[src/rtl/clarke.sv]
// Amplitude-invariant Clarke transform (a,b,c -> alpha,beta) built around one
// shared multiplier that is sequenced by a five-state FSM.
module clarke #(
   parameter int DATA_W = 18,
   parameter int COEF_W = 18
) (
   input  logic                     clock,
   input  logic                     reset,
   input  logic signed [DATA_W-1:0] a,
   input  logic signed [DATA_W-1:0] b,
   input  logic signed [DATA_W-1:0] c,
   input  logic                     in_valid,
   output logic                     in_ready,
   output logic signed [DATA_W-1:0] alpha,
   output logic signed [DATA_W-1:0] beta,
   output logic                     out_valid,
   output logic                     saturated
);

   localparam int SUMA_W = DATA_W + 3;
   localparam int SUMB_W = DATA_W + 1;
   localparam int PROD_W = DATA_W + COEF_W + 4;
   localparam int RND_W  = DATA_W + 5;

   localparam logic [COEF_W-2:0] K_THIRD     = (COEF_W-1)'(43691);
   localparam logic [COEF_W-2:0] K_INV_SQRT3 = (COEF_W-1)'(75674);

   localparam logic signed [PROD_W-1:0] HALF_LSB = PROD_W'(65536);
   localparam logic signed [RND_W-1:0]  SAT_MAX  = {{6{1'b0}}, {(DATA_W-1){1'b1}}};
   localparam logic signed [RND_W-1:0]  SAT_MIN  = {{6{1'b1}}, {(DATA_W-1){1'b0}}};

   typedef enum logic [2:0] {
      S_IDLE,
      S_SUM,
      S_MUL_A,
      S_MUL_B,
      S_OUT
   } state_t;

   state_t r_state;
   state_t w_next;

   logic signed [DATA_W-1:0] r_a, r_b, r_c;
   logic signed [SUMA_W-1:0] r_sum_a;
   logic signed [SUMB_W-1:0] r_sum_b;
   logic signed [PROD_W-1:0] r_prod;
   logic signed [DATA_W-1:0] r_alpha, r_beta;
   logic                     r_sat_a;
   logic                     r_sat;
   logic                     r_out_valid;

   logic signed [SUMA_W-1:0] w_sum_a;
   logic signed [SUMB_W-1:0] w_sum_b;
   logic signed [PROD_W-1:0] w_mul_x;
   logic signed [PROD_W-1:0] w_mul_k;
   logic signed [PROD_W-1:0] w_prod;
   logic signed [RND_W-1:0]  w_rnd;

   // Round half toward +inf, then drop the Q17 fraction.
   function automatic logic signed [RND_W-1:0] round_q17(input logic signed [PROD_W-1:0] p);
      logic signed [PROD_W-1:0] t;
      t = (p + HALF_LSB) >>> 17;
      return t[RND_W-1:0];
   endfunction

   function automatic logic signed [DATA_W-1:0] sat_data(input logic signed [RND_W-1:0] x);
      if (x > SAT_MAX)      return SAT_MAX[DATA_W-1:0];
      else if (x < SAT_MIN) return SAT_MIN[DATA_W-1:0];
      else                  return x[DATA_W-1:0];
   endfunction

   function automatic logic is_clipped(input logic signed [RND_W-1:0] x);
      return (x > SAT_MAX) || (x < SAT_MIN);
   endfunction

   always_ff @(posedge clock) begin
      if (!reset) r_state <= S_IDLE;
      else        r_state <= w_next;
   end

   always_comb begin
      w_next = r_state;
      case (r_state)
         S_IDLE:  if (in_valid) w_next = S_SUM;
         S_SUM:   w_next = S_MUL_A;
         S_MUL_A: w_next = S_MUL_B;
         S_MUL_B: w_next = S_OUT;
         S_OUT:   w_next = S_IDLE;
         default: w_next = S_IDLE;
      endcase
   end

   assign in_ready = (r_state == S_IDLE) && reset;

   assign w_sum_a = ({{3{r_a[DATA_W-1]}}, r_a} <<< 1)
                  - {{3{r_b[DATA_W-1]}}, r_b}
                  - {{3{r_c[DATA_W-1]}}, r_c};
   assign w_sum_b = {r_b[DATA_W-1], r_b} - {r_c[DATA_W-1], r_c};

   // The single multiplier: operand and constant are steered by the state.
   assign w_mul_x = (r_state == S_MUL_A)
                  ? {{(PROD_W-SUMA_W){r_sum_a[SUMA_W-1]}}, r_sum_a}
                  : {{(PROD_W-SUMB_W){r_sum_b[SUMB_W-1]}}, r_sum_b};
   assign w_mul_k = (r_state == S_MUL_A)
                  ? {{(PROD_W-COEF_W+1){1'b0}}, K_THIRD}
                  : {{(PROD_W-COEF_W+1){1'b0}}, K_INV_SQRT3};
   assign w_prod  = w_mul_x * w_mul_k;
   assign w_rnd   = round_q17(r_prod);

   always_ff @(posedge clock) begin
      if (!reset) begin
         r_a         <= '0;
         r_b         <= '0;
         r_c         <= '0;
         r_sum_a     <= '0;
         r_sum_b     <= '0;
         r_prod      <= '0;
         r_alpha     <= '0;
         r_beta      <= '0;
         r_sat_a     <= 1'b0;
         r_sat       <= 1'b0;
         r_out_valid <= 1'b0;
      end else begin
         r_out_valid <= 1'b0;
         case (r_state)
            S_IDLE: begin
               if (in_valid) begin
                  r_a <= a;
                  r_b <= b;
                  r_c <= c;
               end
            end
            S_SUM: begin
               r_sum_a <= w_sum_a;
               r_sum_b <= w_sum_b;
            end
            S_MUL_A: r_prod <= w_prod;
            S_MUL_B: begin
               r_alpha <= sat_data(w_rnd);
               r_sat_a <= is_clipped(w_rnd);
               r_prod  <= w_prod;
            end
            S_OUT: begin
               r_beta      <= sat_data(w_rnd);
               r_sat       <= r_sat_a | is_clipped(w_rnd);
               r_out_valid <= 1'b1;
            end
            default: ;
         endcase
      end
   end

   assign alpha     = r_alpha;
   assign beta      = r_beta;
   assign saturated = r_sat;
   assign out_valid = r_out_valid;

endmodule

[config.mk]
export PLATFORM = sky130hd
export DESIGN_NAME = clarke
export DESIGN_NICKNAME = d
export VERILOG_FILES = /design/src/rtl/clarke.sv
export SDC_FILE = /design/constraint.sdc
export NUM_CORES = 1
export LEC_CHECK = 0
export ABC_AREA = 1
export CAP_MARGIN = 20
export CORE_ASPECT_RATIO = 0.6
export CORE_MARGIN = 4
export CORE_UTILIZATION = 45
export CTS_CLUSTER_DIAMETER = 30
export DETAILED_ROUTE_END_ITERATION = 16
export HOLD_SLACK_MARGIN = 0.02
export PLACE_DENSITY = 0.62
export SYNTH_ARGS = -nofsm -noshare
export SYNTH_HDL_FRONTEND = slang
export SYNTH_SLANG_ARGS = --single-unit
[constraint.sdc]
create_clock -name clock -period 7.86 [get_ports clock]
set_input_delay 0.786 -clock clock [delete_from_list [all_inputs] [get_ports clock]]
set_output_delay 0.786 -clock clock [all_outputs]
set_load 0.01 [all_outputs]
# Word-level counts from Yosys, hierarchy flattened
# Cells that the tools add are included.
[totals]
regBits = 176
in_bits = 57
out_inout_bits = 39
word_cells = 37
[classes]
addsub = 4
mul = 1
magnitude_cmp = 2
n_eq_ne = 5
mux = 7
bitwise_logic = 1
reduce_logical = 5
[ops]
columns = ["cell", "count"]
rows = [
  ["adder 40 x 18 -> 40 bit, second input constant", 1],
  ["multiplier 40 x 18 -> 40 bit", 1],
  ["2-to-1 mux 40 bit", 1],
  ["2-to-1 mux 18 bit", 2],
  ["> comparator 23 x 18 -> 1 bit, second input constant", 1],
  ["less-than comparator 23 x 18 -> 1 bit, second input constant", 1],
  ["subtractor 20 x 18 -> 21 bit", 1],
  ["subtractor 19 x 18 -> 20 bit", 1],
  ["subtractor 18 x 18 -> 19 bit", 1],
  ["2-to-1 mux 17 bit", 1],
  ["case mux 3 bit (4 select lines)", 1],
  ["== test 3 x 2 -> 1 bit, second input constant", 2],
  ["== test 3 x 1 -> 1 bit, second input constant", 1],
  ["== test 3 bit, second input constant", 1],
  ["zero test 3 bit", 1],
  ["2-to-1 mux 3 bit", 1],
  ["inequality test 2 bit, second input constant", 1],
  ["AND reduction 2 bit", 1],
  ["OR reduction 2 bit", 1],
  ["logical AND 1 bit", 1],
  ["logical OR 1 bit", 1],
  ["2-to-1 mux 1 bit", 1],
  ["bitwise OR 1 bit", 1],
]

# Logic depth before layout (Yosys ltp)
[depth]
depth_word = 4
depth_mapped = 34
ltp_nobuf = 32

# Worst setup path after synthesis
# Ideal clock, no wire load.
[synth_timing]
kind = "flip-flop to flip-flop"
startpoint = "register r_state[0]"
endpoint = "register r_prod[35]"
setup_ns = 0.117
t_arrival_ns = 5.977
t_required_ns = 7.743
setup_slack_ns = 1.766
path_stages_with_launch = 24
n_path_buf = 0
synth_period_minus_slack_ns = 6.094
cell_sequence = "dfxtp_1 inv_1 nand2_1 nor2_1 inv_1 o21ai_2 inv_1 fa_1 fa_1 fa_1 fa_1 fa_1 inv_1 ha_1 nand2_1 nor2_1 inv_1 nor2_1 inv_1 o21a_1 nand3_1 nand2_1 nor2_1 nor2_1"
[synth_via]
elab_chain_len = 3
elab_cells_between_ends = 6
classes_between = "mul: 1; eq/ne: 2; mux: 2; reduce/logical: 1"
[synth_lines]
columns = ["item", "line", "text"]
rows = [
  ["from (decl)", "40", "state_t r_state;"],
  ["from (signal assigned)", "78", "else r_state <= w_next;"],
  ["== test 3 x 2 -> 1 bit", "101, 104, 125", ""],
  ["2-to-1 mux 40 bit or 2-to-1 mux 17 bit (tied branches)", "102, 105", ""],
  ["multiplier 40 x 18 -> 40 bit", "107", "assign w_prod = w_mul_x * w_mul_k;"],
  ["to (signal assigned)", "137", "S_MUL_A: r_prod <= w_prod;"],
  ["to (signal assigned)", "141", "r_prod <= w_prod;"],
  ["to (decl)", "46", "logic signed [PROD_W-1:0] r_prod;"],
]
# Parallel ways exist; a longest one is shown, timed or not.
# A chain may end at the register's enable or synchronous reset.

# Worst setup path after layout
[layout_timing]
startpoint = "register r_state[2]"
endpoint = "register r_prod[23]"
# The elaborated chain is that of the path after synthesis.

==> results.sh <==
export IMPL_routed_wl_mm=57.75
export IMPL_drc_violations_left=0
export IMPL_io_pin_count=96
export IMPL_detailed_place_hpwl_mm=48.85
export IMPL_port_buffer_count=95
export IMPL_worst_endpoint_required_ps=8220
export IMPL_cts_inserted_buffers=17
export IMPL_timing_critical_path_buf_inv=5
export IMPL_slew_viol_final=0
export IMPL_worst_setup_hold_path_clk_slew_ps=80
export IMPL_slew_limit_headroom_pct=33.89
export IMPL_rsz0062_at_grt="no"
export IMPL_layout_min_cycle_time_ps=7437
export IMPL_path_common_cell="fa_1"
export IMPL_synthCells=2498
export IMPL_first_pass_iters=6
export IMPL_clk_root_buffer_cell="clkbuf_16"
export IMPL_critical_path_slowest_cell="inv_1"
export IMPL_final_setup_tns_ps=0
export IMPL_worstSetupStartpointType="flop"
export IMPL_placed_cells_incl_taps=3067
export IMPL_critPathTopFamily="adder cells"
export IMPL_worst_slew_pin_slew_ps=981.3
export IMPL_m1WireLength_mm=31.20
export IMPL_vias=15977
export IMPL_synth_cell_area_um2=18610
export IMPL_worst_hold_path_type="reg -> reg"
export IMPL_first_pass_grt_wire_length_mm=90.18
export IMPL_gr_total_overflow=0
export IMPL_synthToLayoutAreaGrowth_pct=11.07
export IMPL_max_stage_delay_ps=600
export IMPL_htree_depth=4
export IMPL_syn_avg_cell_area_um2=7.451
export IMPL_globalRouteTotalUtil_pct=26.37
export IMPL_num_nets_final=3041
export IMPL_detail_route_antenna_nets=0
export IMPL_run_status="completed"
export IMPL_start_util_pct=45.78
export IMPL_hold_viol_final=0
export IMPL_synth_distinct_cells=45
export IMPL_yosysWarnings=0
export IMPL_drt_wirelength_per_cell_um=18.63
export IMPL_postSynth_asyncResetShare_pct=0
export IMPL_post_route_cells_drive_above_1_share_pct=3.464
export IMPL_drt_first_iter_violations=1471
export IMPL_grt_max_degree=109
export IMPL_tritoncts="yes"
export IMPL_cts_resized_gates=0
export IMPL_crit_arrival_ps=7790
export IMPL_fp_coreArea_um2=40650
export IMPL_globalplace_congestion=0.9878
export IMPL_cell_breakdown_of_the_critical_path="inv_2, nand2_1, nor2_2, inv_1, nand2_1, o21ai_0, nor2_1, or2_2, ha_1, inv_1, fa_1, fa_1, inv_1, fa_1, fa_1, fa_1, ha_1, a21oi_1, o21ai_0, a21oi_1, nand3_1, xor2_1, o21ai_0, inv_1"
export IMPL_fin_skew_ps=16.69
export IMPL_synth_edff_count=0
export IMPL_cts_sinks=159
export IMPL_timing_final_setup_violations=0
export IMPL_clock_tree_buffer_depth=2
export IMPL_wl_met3_mm=6.899
export IMPL_end_kind="flop"
export IMPL_maxClockFrequency_mhz=134.5
export IMPL_post_cts_setup_buffer_count=0
export IMPL_cap_viol_max_count=0
export IMPL_layout_cells_most_common="inv_1"
export IMPL_first_global_vias=15403
export IMPL_route_detailed_vias_per_inst=5.154
export IMPL_n_antenna_cell=0
export IMPL_number_of_hold_buffers_added_after_cts=0
export IMPL_ys_dominant_reg_cell="dfxtp_1"
export IMPL_most_common_layout_cells="inv_1 (572), nand2_1 (308), nor2_1 (284)"
export IMPL_grt_antenna_before_repair=0
export IMPL_clk_insertion_delay_late_ps=460
export IMPL_fin_cells=3100
export IMPL_detailroute_wirelength_met2_mm=19.38
export IMPL_post_route_period_util_pct=94.61
export IMPL_die_height_um=165.5
export IMPL_critPathKind="reg -> reg"
export IMPL_fp_row_count=57
export IMPL_top_fanout_value_on_the_critical_path=17
export IMPL_synth_ff_latch_count=159
export IMPL_num_fill_cells=4028
export IMPL_chipWidth_um=270.6
export IMPL_yosysSeqAreaShare_pct=17.10
export IMPL_top_layer_used="met4"
export IMPL_dieArea_um2=44780
[through the flow]
stage | cell area (um2) | hold slack (ps) | setup slack, ps | utilization (%)
2_1_floorplan | 18690 | 449.5 | 1766 | -
3_3_place_gp | 20030 | 460.3 | 752.8 | 49.28
4_1_cts | 20640 | 482.6 | 692.8 | 50.78
5_1_grt | 20670 | 498.2 | 159.9 | 50.85
3_5_place_dp | 20030 | 470.8 | 723.2 | 49.28
6_report | 20670 | 479.4 | 423.4 | 50.85
[cell usage after synthesis, drive strengths merged (21+ instances only)]
library cell,instances,share of area [%]
nor3,22,0.59
o21ai,152,4.1
clkbuf,72,1.5
nand3,127,3.4
a21oi,188,5.1
nor2,297,6.3
fa,209,22
nand2,324,7.0
inv,578,12
nand4,21,0.71
dfxtp,159,17
ha,219,15
xor2,38,1.8
[flip-flops by register name, indices dropped and copies added, names as in the netlist, 3 cells and up]
signal	count
r_sum_a	21
alpha	18
r_sum_b	18
r_c	18
r_a	18
r_b	18
beta	18
r_prod	24
r_state	3
[final cells by class]
class / count / area, um2 / area share (%)
inverters: 580 / 2177 / 10.53
well taps: 531 / 664.4 / 3.214
clock buffers: 17 / 425.4 / 2.058
repair buffers: 105 / 1041 / 5.036
flip-flops and latches: 159 / 3183 / 15.40
clock inverters: 15 / 186.4 / 0.9019
multi-input cells: 1693 / 12990 / 62.86
[path summary, 6_finish.rpt]
check                           slack [ps]  depth (start not counted)               startpoint                 endpoint
worst min-delay path                   480                          2      r_a[1]$_SDFFE_PN0P_      r_a[1]$_SDFFE_PN0P_
worst max register to register         420                         24  r_state[2]$_SDFFE_PN0P_  r_prod[23]$_SDFFE_PN0N_
worst min register to register         480                          2      r_a[1]$_SDFFE_PN0P_      r_a[1]$_SDFFE_PN0P_
worst max-delay path                   420                         24  r_state[2]$_SDFFE_PN0P_  r_prod[23]$_SDFFE_PN0N_
[worst reg2reg max path: cells and delay by family (launching register included)]
kind	cells	cell delay (ps)
adders and majority gates	7	3220
AOI/OAI and AO/OA	5	1390
and+or+nand+nor	6	1220
buffers and inverters	5	870
DFF	1	430
xor gates and xnor gates	1	210
[per-layer routing]
metal,vias up,GRT usage (%)
li1,7796,-
met1,7598,43.18
met2,563,31.79
met3,20,10.45
met4,0,2.991
met5,-,0
[cell families (layout without fill, tap and decap cells)]
kind of cell               count (synthesis)  in the layout  synth area share [%]
and+or+nand+nor                          803            803                 18.50
AOI/OAI and AO/OA                        395            395                 11.39
buffers and inverters                    666            717                 13.61
DFF                                      159            159                 17.10
xor gates and xnor gates                  45             45                 2.158
other                                      2             22               0.04035
adders and majority gates                428            428                 37.20
Power is not shown: default switching activity piles up to over one toggle a cycle in this logic, so the estimate is an artifact.
